`config.mk`:
```
export PLATFORM = sky130hd
export DESIGN_NAME = bram_param_loader_flat
export DESIGN_NICKNAME = d
export VERILOG_FILES = /design/src/rtl/loader_pkg.sv /design/src/rtl/bram_param_loader_if.sv /design/src/rtl/rd_valid_pipe.sv /design/src/rtl/bram_param_loader.sv /design/src/flat_wrapper.sv
export SDC_FILE = /design/constraint.sdc
export NUM_CORES = 1
export LEC_CHECK = 0
export ABC_AREA = 1
export BUFFER_PORTS_ARGS = -buffer_cell sky130_fd_sc_hd__buf_4
export CAP_MARGIN = 5
export CORE_MARGIN = 1.5
export CORE_UTILIZATION = 49
export CTS_CLUSTER_DIAMETER = 150
export DETAILED_ROUTE_END_ITERATION = 12
export PLACE_DENSITY_LB_ADDON = 0.2
export SLEW_MARGIN = 20
export SYNTH_ARGS = -nofsm -noshare
export SYNTH_HDL_FRONTEND = slang
export SYNTH_HIERARCHICAL = 1
export SYNTH_SLANG_ARGS = --single-unit
```
`constraint.sdc`:
```
create_clock -name clk -period 1.75 [get_ports clk]
set_input_delay 0.175 -clock clk [delete_from_list [all_inputs] [get_ports clk]]
set_output_delay 0.175 -clock clk [all_outputs]
set_load 0.005 [all_outputs]
```
`src/rtl/loader_pkg.sv`:
```
// ---------------------------------------------------------------------------
// loader_pkg
// Shared definitions for the BRAM parameter loaders.
//   - State encoding codes and the loader state type.
//   - Default BRAM geometry (data width, address width).
//   - Base addresses of the weight and bias regions in the parameter BRAM.
// No ports: this is a package imported by the loader, its interface and benches.
// ---------------------------------------------------------------------------
package loader_pkg;

    // Default geometry of the shared parameter BRAM
    localparam int DATA_W = 8;
    localparam int ADDR_W = 15;

    // Region layout inside the parameter BRAM
    localparam logic [ADDR_W-1:0] WEIGHT_BASE_ADDR = 15'd0;
    localparam logic [ADDR_W-1:0] BIAS_BASE_ADDR   = 15'd16384;

    // State encoding
    localparam logic [1:0] IDLE_CODE  = 2'd0;
    localparam logic [1:0] ISSUE_CODE = 2'd1;
    localparam logic [1:0] DRAIN_CODE = 2'd2;
    localparam logic [1:0] DONE_CODE  = 2'd3;

    typedef enum logic [1:0] {
        ST_IDLE  = IDLE_CODE,
        ST_ISSUE = ISSUE_CODE,
        ST_DRAIN = DRAIN_CODE,
        ST_DONE  = DONE_CODE
    } state_t;

endpackage

```
`src/rtl/bram_param_loader_if.sv`:
```
// ---------------------------------------------------------------------------
// bram_param_loader_if
// Read-only BRAM port driven by a parameter loader.
//   bram_en   : BRAM enable          (loader -> BRAM)
//   bram_ren  : BRAM read enable     (loader -> BRAM)
//   bram_addr : BRAM address         (loader -> BRAM)
//   bram_dout : BRAM read data       (BRAM -> loader)
// Modports: master = loader side, slave = BRAM / arbiter side.
// ---------------------------------------------------------------------------
interface bram_param_loader_if #(
    parameter int W          = loader_pkg::DATA_W,
    parameter int ADDR_WIDTH = loader_pkg::ADDR_W
);
    logic                  bram_en;
    logic                  bram_ren;
    logic [ADDR_WIDTH-1:0] bram_addr;
    logic [W-1:0]          bram_dout;

    modport master (
        output bram_en,
        output bram_ren,
        output bram_addr,
        input  bram_dout
    );

    modport slave (
        input  bram_en,
        input  bram_ren,
        input  bram_addr,
        output bram_dout
    );
endinterface

```
`src/rtl/rd_valid_pipe.sv`:
```
// ---------------------------------------------------------------------------
// rd_valid_pipe
// Delays each read-enable pulse by READ_LATENCY cycles so that the strobe
// lines up with the cycle in which the BRAM presents the matching data.
//   clk    : system clock
//   rst    : synchronous active-high reset (drops every in-flight pulse)
//   ren    : read enable as issued to the BRAM
//   strobe : capture strobe, ren delayed by READ_LATENCY cycles
// ---------------------------------------------------------------------------
module rd_valid_pipe #(
    parameter int READ_LATENCY = 2
) (
    input  logic clk,
    input  logic rst,
    input  logic ren,
    output logic strobe
);

    logic [READ_LATENCY-1:0] shift;

    always_ff @(posedge clk) begin
        if (rst) begin
            shift <= '0;
        end else begin
            shift[0] <= ren;
            for (int i = 1; i < READ_LATENCY; i++) begin
                shift[i] <= shift[i-1];
            end
        end
    end

    assign strobe = shift[READ_LATENCY-1];

endmodule

```
`src/rtl/bram_param_loader.sv`:
```
// ---------------------------------------------------------------------------
// bram_param_loader
// Bursts COUNT consecutive W-bit words out of a read-only BRAM starting at a
// run-time base address and packs them into one flat register.
//   clk        : system clock
//   rst        : synchronous active-high reset
//   start      : single-cycle load request, honoured only in IDLE or DONE
//   base_addr  : first BRAM address, latched on an accepted start
//   bram       : BRAM read port (master side)
//   data_out   : packed words, word i at [i*W +: W]
//   busy       : high while issuing or draining reads
//   done       : level, high from load completion until next start or rst
// ---------------------------------------------------------------------------
module bram_param_loader
    import loader_pkg::*;
#(
    parameter int W              = DATA_W,
    parameter int COUNT          = 8,
    parameter int ADDR_WIDTH     = ADDR_W,
    parameter int READ_LATENCY   = 2,
    parameter int CLEAR_ON_START = 0
) (
    input  logic                   clk,
    input  logic                   rst,
    input  logic                   start,
    input  logic [ADDR_WIDTH-1:0]  base_addr,
    bram_param_loader_if.master    bram,
    output logic [COUNT*W-1:0]     data_out,
    output logic                   busy,
    output logic                   done
);

    localparam int CW = $clog2(COUNT + 1);
    localparam logic [CW-1:0] LAST = CW'(COUNT - 1);

    state_t                state;
    logic [ADDR_WIDTH-1:0] base_q;
    logic [ADDR_WIDTH-1:0] addr_q;
    logic                  en_q;
    logic                  ren_q;
    logic                  busy_q;
    logic                  done_q;
    logic [CW-1:0]         issue_cnt;
    logic [CW-1:0]         write_ptr;
    logic [COUNT*W-1:0]    data_q;
    logic                  cap_strobe;

    // Validity comes only from the delayed read enables, never from counters,
    // so a reset mid-burst cleanly discards data still in the BRAM pipeline.
    rd_valid_pipe #(
        .READ_LATENCY (READ_LATENCY)
    ) u_valid (
        .clk    (clk),
        .rst    (rst),
        .ren    (ren_q),
        .strobe (cap_strobe)
    );

    // Control FSM and capture datapath. Every output is a register; start only
    // affects outputs from the following cycle onward.
    always_ff @(posedge clk) begin
        if (rst) begin
            state     <= ST_IDLE;
            base_q    <= '0;
            addr_q    <= '0;
            en_q      <= 1'b0;
            ren_q     <= 1'b0;
            busy_q    <= 1'b0;
            done_q    <= 1'b0;
            issue_cnt <= '0;
            write_ptr <= '0;
            data_q    <= '0;
        end else begin
            // Captures can land in ISSUE as well as DRAIN when the latency is
            // shorter than the burst.
            if (cap_strobe) begin
                data_q[int'(write_ptr)*W +: W] <= bram.bram_dout;
                write_ptr <= write_ptr + CW'(1);
            end

            case (state)
                ST_IDLE, ST_DONE: begin
                    if (start) begin
                        base_q    <= base_addr;
                        addr_q    <= base_addr;
                        issue_cnt <= '0;
                        write_ptr <= '0;
                        if (CLEAR_ON_START != 0) begin
                            data_q <= '0;
                        end
                        en_q   <= 1'b1;
                        ren_q  <= 1'b1;
                        busy_q <= 1'b1;
                        done_q <= 1'b0;
                        state  <= ST_ISSUE;
                    end
                end

                ST_ISSUE: begin
                    issue_cnt <= issue_cnt + CW'(1);
                    if (issue_cnt == LAST) begin
                        ren_q <= 1'b0;
                        state <= ST_DRAIN;
                    end else begin
                        // Address wraps modulo 2^ADDR_WIDTH by construction.
                        addr_q <= base_q + ADDR_WIDTH'(issue_cnt + CW'(1));
                    end
                end

                ST_DRAIN: begin
                    if (cap_strobe && write_ptr == LAST) begin
                        en_q   <= 1'b0;
                        busy_q <= 1'b0;
                        done_q <= 1'b1;
                        state  <= ST_DONE;
                    end
                end

                default: state <= ST_IDLE;
            endcase
        end
    end

    assign bram.bram_en   = en_q;
    assign bram.bram_ren  = ren_q;
    assign bram.bram_addr = addr_q;
    assign data_out       = data_q;
    assign busy           = busy_q;
    assign done           = done_q;

endmodule

```
`src/flat_wrapper.sv`:
```
// flat-port wrapper written by rule: the top's interface ports become plain ports
module bram_param_loader_flat import loader_pkg::*;
#(
    parameter int W              = DATA_W,
    parameter int COUNT          = 8,
    parameter int ADDR_WIDTH     = ADDR_W,
    parameter int READ_LATENCY   = 2,
    parameter int CLEAR_ON_START = 0
)
  (clk, rst, start, base_addr, data_out, busy, done, bram_bram_en, bram_bram_ren, bram_bram_addr, bram_bram_dout);
  bram_param_loader_if #(.W(W), .ADDR_WIDTH(ADDR_WIDTH)) bram_i ();
  input  logic clk;
  input  logic rst;
  input  logic start;
  input  logic [ADDR_WIDTH-1:0] base_addr;
  output logic [COUNT*W-1:0] data_out;
  output logic busy;
  output logic done;
  output wire logic [$bits(bram_i.bram_en)-1:0] bram_bram_en;
  output wire logic [$bits(bram_i.bram_ren)-1:0] bram_bram_ren;
  output wire logic [$bits(bram_i.bram_addr)-1:0] bram_bram_addr;
  input wire logic [$bits(bram_i.bram_dout)-1:0] bram_bram_dout;
  assign bram_bram_en = bram_i.bram_en;
  assign bram_bram_ren = bram_i.bram_ren;
  assign bram_bram_addr = bram_i.bram_addr;
  assign bram_i.bram_dout = bram_bram_dout;
  bram_param_loader #(.W(W), .COUNT(COUNT), .ADDR_WIDTH(ADDR_WIDTH), .READ_LATENCY(READ_LATENCY), .CLEAR_ON_START(CLEAR_ON_START)) u_core (.clk(clk), .rst(rst), .start(start), .base_addr(base_addr), .bram(bram_i), .data_out(data_out), .busy(busy), .done(done));
endmodule
```
-- Yosys cells after proc, flatten, opt, wreduce, memory -nomap -nowiden
Cells that the tools add are included.
- bits in registers: 109
- output and inout port bits: 83
- logic and storage cells: 58
- input bits: 26
- equal/unequal tests: 9
- multiplexer cells: 21
- add/sub/neg operators: 5
- shifts and indexed selects: 2
- reductions and logical operators: 11
- operators with widths (operator ; count):
    $bwmux 64 ; 1
    $shift 8x33->64 const A ; 1
    $shiftx 8x33->64 ; 1
    $neg 7->33 ; 1
    $mux 15 ; 2
    $pmux 15 s2 ; 1
    $mux 4 ; 4
    $add 15x15->15 ; 1
    $reduce_and 3->1 ; 4
    $add 4x1->4 const B ; 2
    $eq 4x3->1 const B ; 2
    $pmux 4 s2 ; 1
    $mux 2 ; 3
    $pmux 1 s2 ; 3
    $pmux 2 s3 ; 1
    $add 4x1->5 const B ; 1
    $mux 1 ; 5
    $eq 2x2->1 const B ; 2
    $ne 2x1->1 const B ; 2
    $ne 2x2->1 const B ; 2
    $reduce_and 2->1 ; 2
    $reduce_bool 2->1 ; 2
    $eq 2x1->1 const B ; 1
    $logic_not 2->1 ; 1
    2 further kinds ; 2

-- Depth between registers and ports, before layout
Gate-level depths: netlist of the first run.
- depth after elaboration: 4
- gate-level depth with buffers: 14
- depth with buffers taken out: 14

-- By module
The synthesis of the first run kept the hierarchy.
- by module, submodules not included (module ; cells each ; seq. area each (sq um) ; area each (sq um) ; times used):
    bram_param_loader ; 695 ; 2142.1 ; 5027.3 ; 1
    rd_valid_pipe ; 6 ; 40.0 ; 55.1 ; 1

-- Worst setup path after synthesis of the first run
OpenSTA, ideal clock, no wires.
- path kind: register -> register
- start: reg u_core.write_ptr[0]
- end: reg u_core.data_q[15], in the netlist u_core/data_out[15]
- required time: 1670 ps
- buffers on the path: 2
- slack: -133 ps
- cell stages (with the launch flop): 9
- data arrival time: 1804 ps
- library setup time: 80 ps
- clock period less this slack: 1883 ps
- path through: dfxtp_1 inv_2 ha_1 buf_2 inv_1 clkbuf_1 nor3_1 inv_1 a211oi_2
- longest elaborated chain between the ends: 3
- elaborated cells between the ends (all ways): 4
- those cells by class: add/sub: 1; shift: 2; mux: 1
- ends and longest elaborated chain (item ; line ; RTL):
    start, declared ; bram_param_loader.sv:44 ; logic [CW-1:0] write_ptr;
    start signal, assigned ; bram_param_loader.sv:78 ; write_ptr <= write_ptr + CW'(1);
    $neg 7->33 * ; bram_param_loader.sv:77 ; data_q[int'(write_ptr)*W +: W] <= bram.bram_dout;
    $shiftx 8x33->64 or $shift 8x33->64 (tied branches) ; bram_param_loader.sv:77 ;
    $bwmux 64 * ; bram_param_loader.sv:77 ;
    end signal, assigned by index ; bram_param_loader.sv:77 ;
    end, declared ; bram_param_loader.sv:45 ; logic [COUNT*W-1:0] data_q;
Mark *: on every way between the ends. The rest lies on a longest branch, timed or not.
A chain may end at the register's enable or synchronous reset.

-- Final worst setup path of the first run
- start: reg u_core.write_ptr[0]
- end: reg u_core.data_q[16], in the netlist u_core/data_out[16]
The elaborated chain is that of the path after synthesis.

==> results.txt, run 1 <==
Number of inserted diodes: 0
Hold Path Depth: 3
Rows: 36
Pwr per Cell Area: 1100 nW/um2
Post-Syn Area per Cell: 7.25 um2
First-pass GRT wire length: 21700 um
Port Buffers: 108
CORE AREA: 9910 um2
Vias in the first global route: 4752
Worst clock skew: 0.00649 ns
CTS root buf: clkbuf_8
# placed instances: 937
CTS tree: built
Die area: 11000 um2
Setup TNS: 0 ns
Post-route ant nets: 0
Crit-path leading delay family: simple AND/OR/NAND/NOR gates
Via count: 5015
Worst hold slack: 0.0303 ns
Slowest cell delay on critical path: 0.38 ns
Register area share after synthesis: 42.9%
WL per Instance: 14.2 um
Cell Area, Placed: 6110 um2
Period utilization: 98.0%
Buf/Inv on CP: 3
Largest net degree at the start of global routing: 45
Cell depth of the worst setup path: 9
Area of the multi-input gates: 2560 um2
Chip Height: 105 um
CTS Buf Count: 9
Area Growth Syn to Fin: 31.1%
Synthesized flop and latch total: 109
Cell area after synthesis: 5080 um2
YS warnings: 6
CTS H-tree depth: 3
DRT iter0 DRCs: 185
RSZ-0062 raised after global routing: true
Final setup violation count: 0
Ranking of synthesized cells by area: dfxtp_1 (43%), a21oi_1 (9.1%), nand2_1 (7.8%)
Area leader, netlist: dfxtp_1
Syn_nets: 742
Fraction of layout cells with a size suffix above 1: 27.8%
Slew Limit Fails: 0
Die width: 105 um
Setup CP Type: reg -> reg
CTS hold repair buffers: 0
Fin nets: 874
Minimum clock period after layout: 1.72 ns
Unique cell type count in the Yosys netlist: 38
Initial DRT Pass Iterations: 7
Synth top area share: 42.9%
Worst r2r path cells: 9
Slowest cell on crit path: dfxtp_4
Initial Utilization: 51.3%
Fillers: 848
Drt drc: 0
CP Cell Sequence: nor3_4, ha_4, nand2_1, inv_2, nand2_4, buf_4, nor2_2, buf_4, a21oi_1
Design area: 6660 um2
Fin cells: 971
Relative slew slack: 71.0%
FFs w/ async S/R, synth: 0%
Clk slew on worst S/H paths: 0.11 ns
WP data required: 2.04 ns
Worst hold path class: in -> reg
Status: complete, no violations
Post-synth top cells: dfxtp_1 (109), nand2_1 (106), a21oi_1 (92)
FMAX: 583 MHz
Startpoint types: flop
EDFF count, synth: 0
Worst-Margin Slew: 0.435 ns
Initial antenna violation count: 0
Total track usage: 24.1%
Final Routed Wirelength: 13800 um
Worst vdd ir: 587 uV
Crit. End Element: flop
Synth Instances: 701
CTS sink cnt: 109
Vias/cell: 5.16
Sequential cell area: 2190 um2
Total gr overflow: 0
Utilization after layout: 67.2%
Detailed Place HPWL: 9370 um
Gpl congestion: 0.861
Final Hold Viols: 0
Worst EP arrival: 2.00 ns
I/O Pins: 109
Worst Path Max Fanout: 7
Main synth FF type: dfxtp_1
Leak: 3.10 nW
Clock Tree Buf Depth: 2
Worst-skew pair later-pin latency: 0.38 ns
Maximum Capacitance Violations: 0
Most frequent cell after synthesis: dfxtp_1
Most used cell, CP: buf_4
-- final timing paths --
kind / from / to / slack [ns]
min: bram_bram_dout[1] / u_core/data_out[1]$_SDFFE_PP0P_ / 0.03
min reg2reg: u_core/u_valid/shift[0]$_SDFF_PP0_ / u_core/u_valid/shift[1]$_SDFF_PP0_ / 0.44
max reg2reg: u_core/write_ptr[0]$_SDFF_PP0_ / u_core/data_out[16]$_SDFFE_PP0P_ / 0.03
max: u_core/write_ptr[0]$_SDFF_PP0_ / u_core/data_out[16]$_SDFFE_PP0P_ / 0.03
-- timing repair --
item                                    4_1_cts  5_1_grt
pin swaps                                     1        6
setup buffers                                 0       14
gates cloned                                  0        4
endpoints found under the setup margin       17       76
gates resized for setup                       9       61
-- flip-flops by register name, summed over array words and instances (netlist names), 2 cells and up --
| register | flops |
|---|---|
| u_core/base_q | 15 |
| u_core/bram.bram_addr | 15 |
| u_core/data_out | 64 |
| u_core/issue_cnt | 4 |
| u_core/state | 2 |
| u_core/u_valid/shift | 2 |
| u_core/write_ptr | 4 |
-- per-stage QoR --
stage	setup WS, ns	power (mW)
final	0.0347	7.35
after global routing	-0.0565	7.81
after CTS	-0.00496	7.12
after detailed placement	-0.0756	5.53
after global placement	-0.0111	5.44
after floorplan	-0.000959	4.58
-- metal layers --
| layer | vias to the layer above | part of all wire (%) | track usage [%] | routed length, um |
|---|---|---|---|---|
| met4 | 0 | 1.8 | 8.22 | 250 |
| met2 | 142 | 50 | 43.4 | 6930 |
| met5 | - | 0 | 0 | 0 |
| met3 | 18 | 5.6 | 6.36 | 776 |
| li1 | 2539 | - | - | - |
| met1 | 2316 | 42 | 27.5 | 5840 |
-- cell usage in the layout, fill, tap and decap left out, types with 4 or more instances in the layout --
cell type and instances:
nand3_1 23, inv_1 78, o21ai_0 57, a21oi_2 4, buf_4 144, o21ai_2 4
nor3_1 8, a21oi_1 88, ha_4 5, inv_2 12, ha_1 9, clkbuf_8 9
inv_6 5, nand3_2 4, nor2_1 88, nand2_4 6, dfxtp_1 104, nand4_1 12
o21ai_1 20, nand2_2 4, nand2_1 104
-- area by class of cell --
| class | count | area share [%] |
|---|---|---|
| clock inverter | 5 | 0.977 |
| clock buffer | 11 | 1.97 |
| multi-input combinational | 466 | 38.4 |
| timing repair inverter | 2 | 0.188 |
| sequential | 109 | 32.9 |
| tap | 133 | 2.50 |
| inverter | 97 | 5.88 |
| timing repair buffer | 148 | 17.2 |
-- power by group --
group          leakage, nW  switching (mW)  internal, mW
clock network       0.0989           0.877         0.682
registers            0.888           0.266          2.84
logic                 2.11            1.55          1.13
total                 3.10            2.70          4.65
-- worst register-to-register path: stages (launching register included) --
cell,delay [ns]
dfxtp_4,0.38
nor3_4,0.23
ha_4,0.15
nand2_1,0.05
inv_2,0.11
nand2_4,0.08
buf_4,0.16
nor2_2,0.23
buf_4,0.16
a21oi_1,0.06
-- cells by family (layout without fill, tap and decap cells) --
kind of cell | count (synthesis) | after routing | share of synthesized area (%)
buffers and inverters | 128 | 263 | 10.6
AOI/OAI and AO/OA | 182 | 182 | 18.5
DFF | 109 | 109 | 42.9
xor gates and xnor gates | 3 | 3 | 0.517
adders and majority gates | 15 | 15 | 3.84
and+or+nand+nor | 264 | 266 | 23.6
(Power assumes the default switching activity.)
==> run 2: changes to the inputs <==
SYNTH_HIERARCHICAL = not set   (was 1)
==> run 2 against run 1 <==
The flow now finishes with violations (negative setup slack). Count of clock-buffer cells in the layout decreased by 2. Fmax fell by 12%. Critical path depth did not move. First-iteration DRC count rose by 55%. Largest power group unchanged.
==> results.txt, run 2 <==
Switching Share: 37.4% (+0.72 points)
Worst-Margin Slew: 0.316 ns (-0.119 ns)
CP Cell Sequence: inv_1, xor2_4, ha_4, or2_4, nand3_2, nand2_4, a21oi_2, o21ai_1, a21oi_1
Initial Utilization: 51.1% (-0.21 points)
Clock Tree Buf Depth: 2 (unchanged)
Syn_nets: 725 (-2.3%)
CTS hold repair buffers: 0 (unchanged)
Port Buffers: 108 (unchanged)
Pwr Total: 7.95 mW (+8.2%)
Flop pwr share: 39.8% (-2.5 points)
Post-synth top cells: nor2_1 (165), dfxtp_1 (109), o21ai_0 (84)
Worst setup margin: -0.197 ns (-0.231 ns)
Pwr per Cell Area: 1140 nW/um2 (+3.5%)
Status: finished, violations left
FFs w/ async S/R, synth: 0% (unchanged)
Period utilization: 111% (+13 points)
Setup CP Type: reg -> reg
Via count: 5152 (+2.7%)
Final Routed Wirelength: 14700 um (+6.6%)
Synthesized flop and latch total: 109 (unchanged)
Synth top area share: 43.3% (+0.37 points)
Area leader, netlist: dfxtp_1
Slowest cell on crit path: dfxtp_1
Psw: 2.98 mW (+10%)
Final Hold Viols: 0 (unchanged)
Ranking of synthesized cells by area: dfxtp_1 (43%), nor2_1 (12%), o21ai_0 (8.3%)
R2R Path Start: u_core.issue_cnt[3]$_SDFFE_PP0P_
CTS Buf Count: 9 (unchanged)
Maximum Capacitance Violations: 0 (unchanged)
CTS sink cnt: 109 (unchanged)
Commonest non-fill, non-tap cell in the layout: nor2_1
Number of flip-flops under the largest register name: 64 (unchanged)
WP data required: 2.05 ns (about the same)
Initial DRT Pass Iterations: 5 (-2)
Total gr overflow: 0 (unchanged)
Relative slew slack: 78.9% (+7.9 points)
Main synth FF type: dfxtp_1
Detailed Place HPWL: 10100 um (+7.8%)
Largest net degree at the start of global routing: 35 (-22%)
Post-Syn Area per Cell: 7.34 um2 (+1.3%)
Clock share of power: 22.1% (+0.9 points)
CTS H-tree depth: 3 (unchanged)
Clk slew on worst S/H paths: 0.11 ns (about the same)
Fraction of layout cells with a size suffix above 1: 34.2% (+6.4 points)
Slowest cell delay on critical path: 0.34 ns (-0.04 ns)
Slew Limit Fails: 0 (unchanged)
Total track usage: 25.3% (+1.2 points)
First-pass GRT wire length: 22500 um (+3.7%)
Most frequent cell after synthesis: nor2_1
Gpl congestion: 0.838 (-2.7%)
DRT iter0 DRCs: 286 (+55%)
Register area share after synthesis: 43.3% (+0.37 points)
Worst-skew pair later-pin latency: 0.38 ns (about the same)
Rows: 36 (unchanged)
FMAX: 514 MHz (-12%)
YS warnings: 0 (-6)
Fin nets: 874 (unchanged)
Die area: 10900 um2 (-0.84%)
I/O Pins: 109 (unchanged)
Utilization after layout: 70.6% (+3.4 points)
Post-route ant nets: 0 (unchanged)
Comb power frac: 38.1% (+1.6 points)
WL per Instance: 15.1 um (+6.4%)
Final setup violation count: 10 (+10)
EDFF count, synth: 0 (unchanged)
Area Growth Syn to Fin: 38.2%
Worst Path Max Fanout: 7 (unchanged)
Failing checks: negative setup slack
Chip Height: 104 um (-0.42%)
Crit path from: u_core.issue_cnt[3]$_SDFFE_PP0P_
Worst clock skew: 0.0139 ns (+0.00743 ns)
Vias/cell: 5.29 (+2.5%)
Initial antenna violation count: 0 (unchanged)
Die width: 104 um (-0.42%)
CORE AREA: 9860 um2 (-0.45%)
Synth Instances: 686 (-2.1%)
Hold Crit Start: base_addr[3]
Most frequent cells in the layout: nor2_1 (159), buf_4 (153), dfxtp_1 (102), o21ai_0 (70), nand2_1 (59)
Worst vdd ir: 819 uV (+39%)
Leak: 3.24 nW (+4.4%)
Number of inserted diodes: 0 (unchanged)
RSZ-0062 raised after global routing: true
Int Pwr: 4.98 mW (+7.0%)
Drt drc: 0 (unchanged)
Cell area after synthesis: 5040 um2 (-0.86%)
Worst EP arrival: 2.25 ns (+0.25 ns)
Vias in the first global route: 4761 (+0.19%)
Crit. End Element: flop
Minimum clock period after layout: 1.95 ns (+0.231 ns)
CTS tree: built
Worst hold path class: in -> reg
CTS root buf: clkbuf_8
Unique cell type count in the Yosys netlist: 43 (+13%)
Startpoint types: flop
[run 2: changes by cell type after synthesis, moves of 8 or more]
cell     change
nor2_1      +76
a21oi_1     -32
inv_1       -30
nand2_1     -29
o21ai_0     +12
nand4_1     -11
inv_2        -9
nand3_1      +8
[run 2: cell type report]
type / count / area [um2]
inverter: 64 / 278
tap: 133 / 166
fill: 797 / 2900
clock inverter: 7 / 105
multi-input combinational: 491 / 2860
sequential: 109 / 2200
clock buffer: 9 / 124
timing repair buffer: 160 / 1240
[run 2: power groups by stage]
stage	clock network [mW]	registers (mW)	logic, mW
6_report	1.76	3.17	3.03
5_1_grt	1.86	3.20	3.30
3_5_place_dp	0	3.16	2.59
4_1_cts	1.76	3.14	2.71
2_1_floorplan	0	3.10	1.56
3_3_place_gp	0	3.16	2.52
[run 2: kinds of logic after synthesis]
group	count (synthesis)	share of synthesized area [%]
XOR/XNOR	6	1.04
buffers and inverters	86	7.45
adder cells (fa/ha/maj)	13	3.38
AO/OA/AOI/OAI	161	16.3
flip-flops	109	43.3
AND/OR/NAND/NOR	311	28.5
[run 2: worst paths after layout]
kind	slack, ns	endpoint	cells past startpoint
setup / recovery	-0.20	u_core.bram.bram_addr[6]$_SDFFE_PP0P_	9
hold / removal	0.05	u_core.base_q[3]$_SDFFE_PP0P_	3
setup reg to reg	-0.20	u_core.bram.bram_addr[6]$_SDFFE_PP0P_	9
hold reg to reg	0.41	u_core.u_valid.shift[1]$_SDFF_PP0_	2
[run 2: repair_timing]
| item | in CTS | in global routing |
|---|---|---|
| cloned | 1 | 0 |
| pin swaps | 19 | 33 |
| hold endpoints to repair | 0 | 0 |
| resized for setup | 42 | 65 |
| endpoints found under the setup margin | 45 | 84 |
| buffers inserted | 4 | 6 |
[run 2: critical path: cells and delay by family (launching register included)]
kind            cells  cell delay, ns
xor+xnor            1            0.23
simple gates        3            0.45
buf+inv             1            0.21
compound gates      3            0.40
fa+ha+maj           1            0.25
flops               1            0.34
[run 2: per-layer routing]
metal	global-route usage, %	wire length (um)	vias up	part of all wire (%)
li1	-	-	2529	-
met1	29.4	5860	2408	40
met2	46.2	7640	187	52
met3	3.82	853	28	5.8
met4	9.82	346	0	2.4
met5	0	0	-	0
[run 2: per-stage QoR]
| step | hold slack (ns) | cell area, um2 | instances | setup TNS [ns] | setup slack (ns) |
|---|---|---|---|---|---|
| after global routing | 0.0671 | 6960 | 973 | -2.48 | -0.264 |
| after floorplan | 0.244 | 5080 | 686 | -0.0475 | -0.00765 |
| after global placement | 0.393 | 6280 | 946 | -0.276 | -0.0955 |
| final | 0.0547 | 6960 | 973 | -1.20 | -0.197 |
| after detailed placement | 0.401 | 6280 | 946 | -1.32 | -0.184 |
| after CTS | 0.0556 | 6720 | 967 | -0.974 | -0.143 |
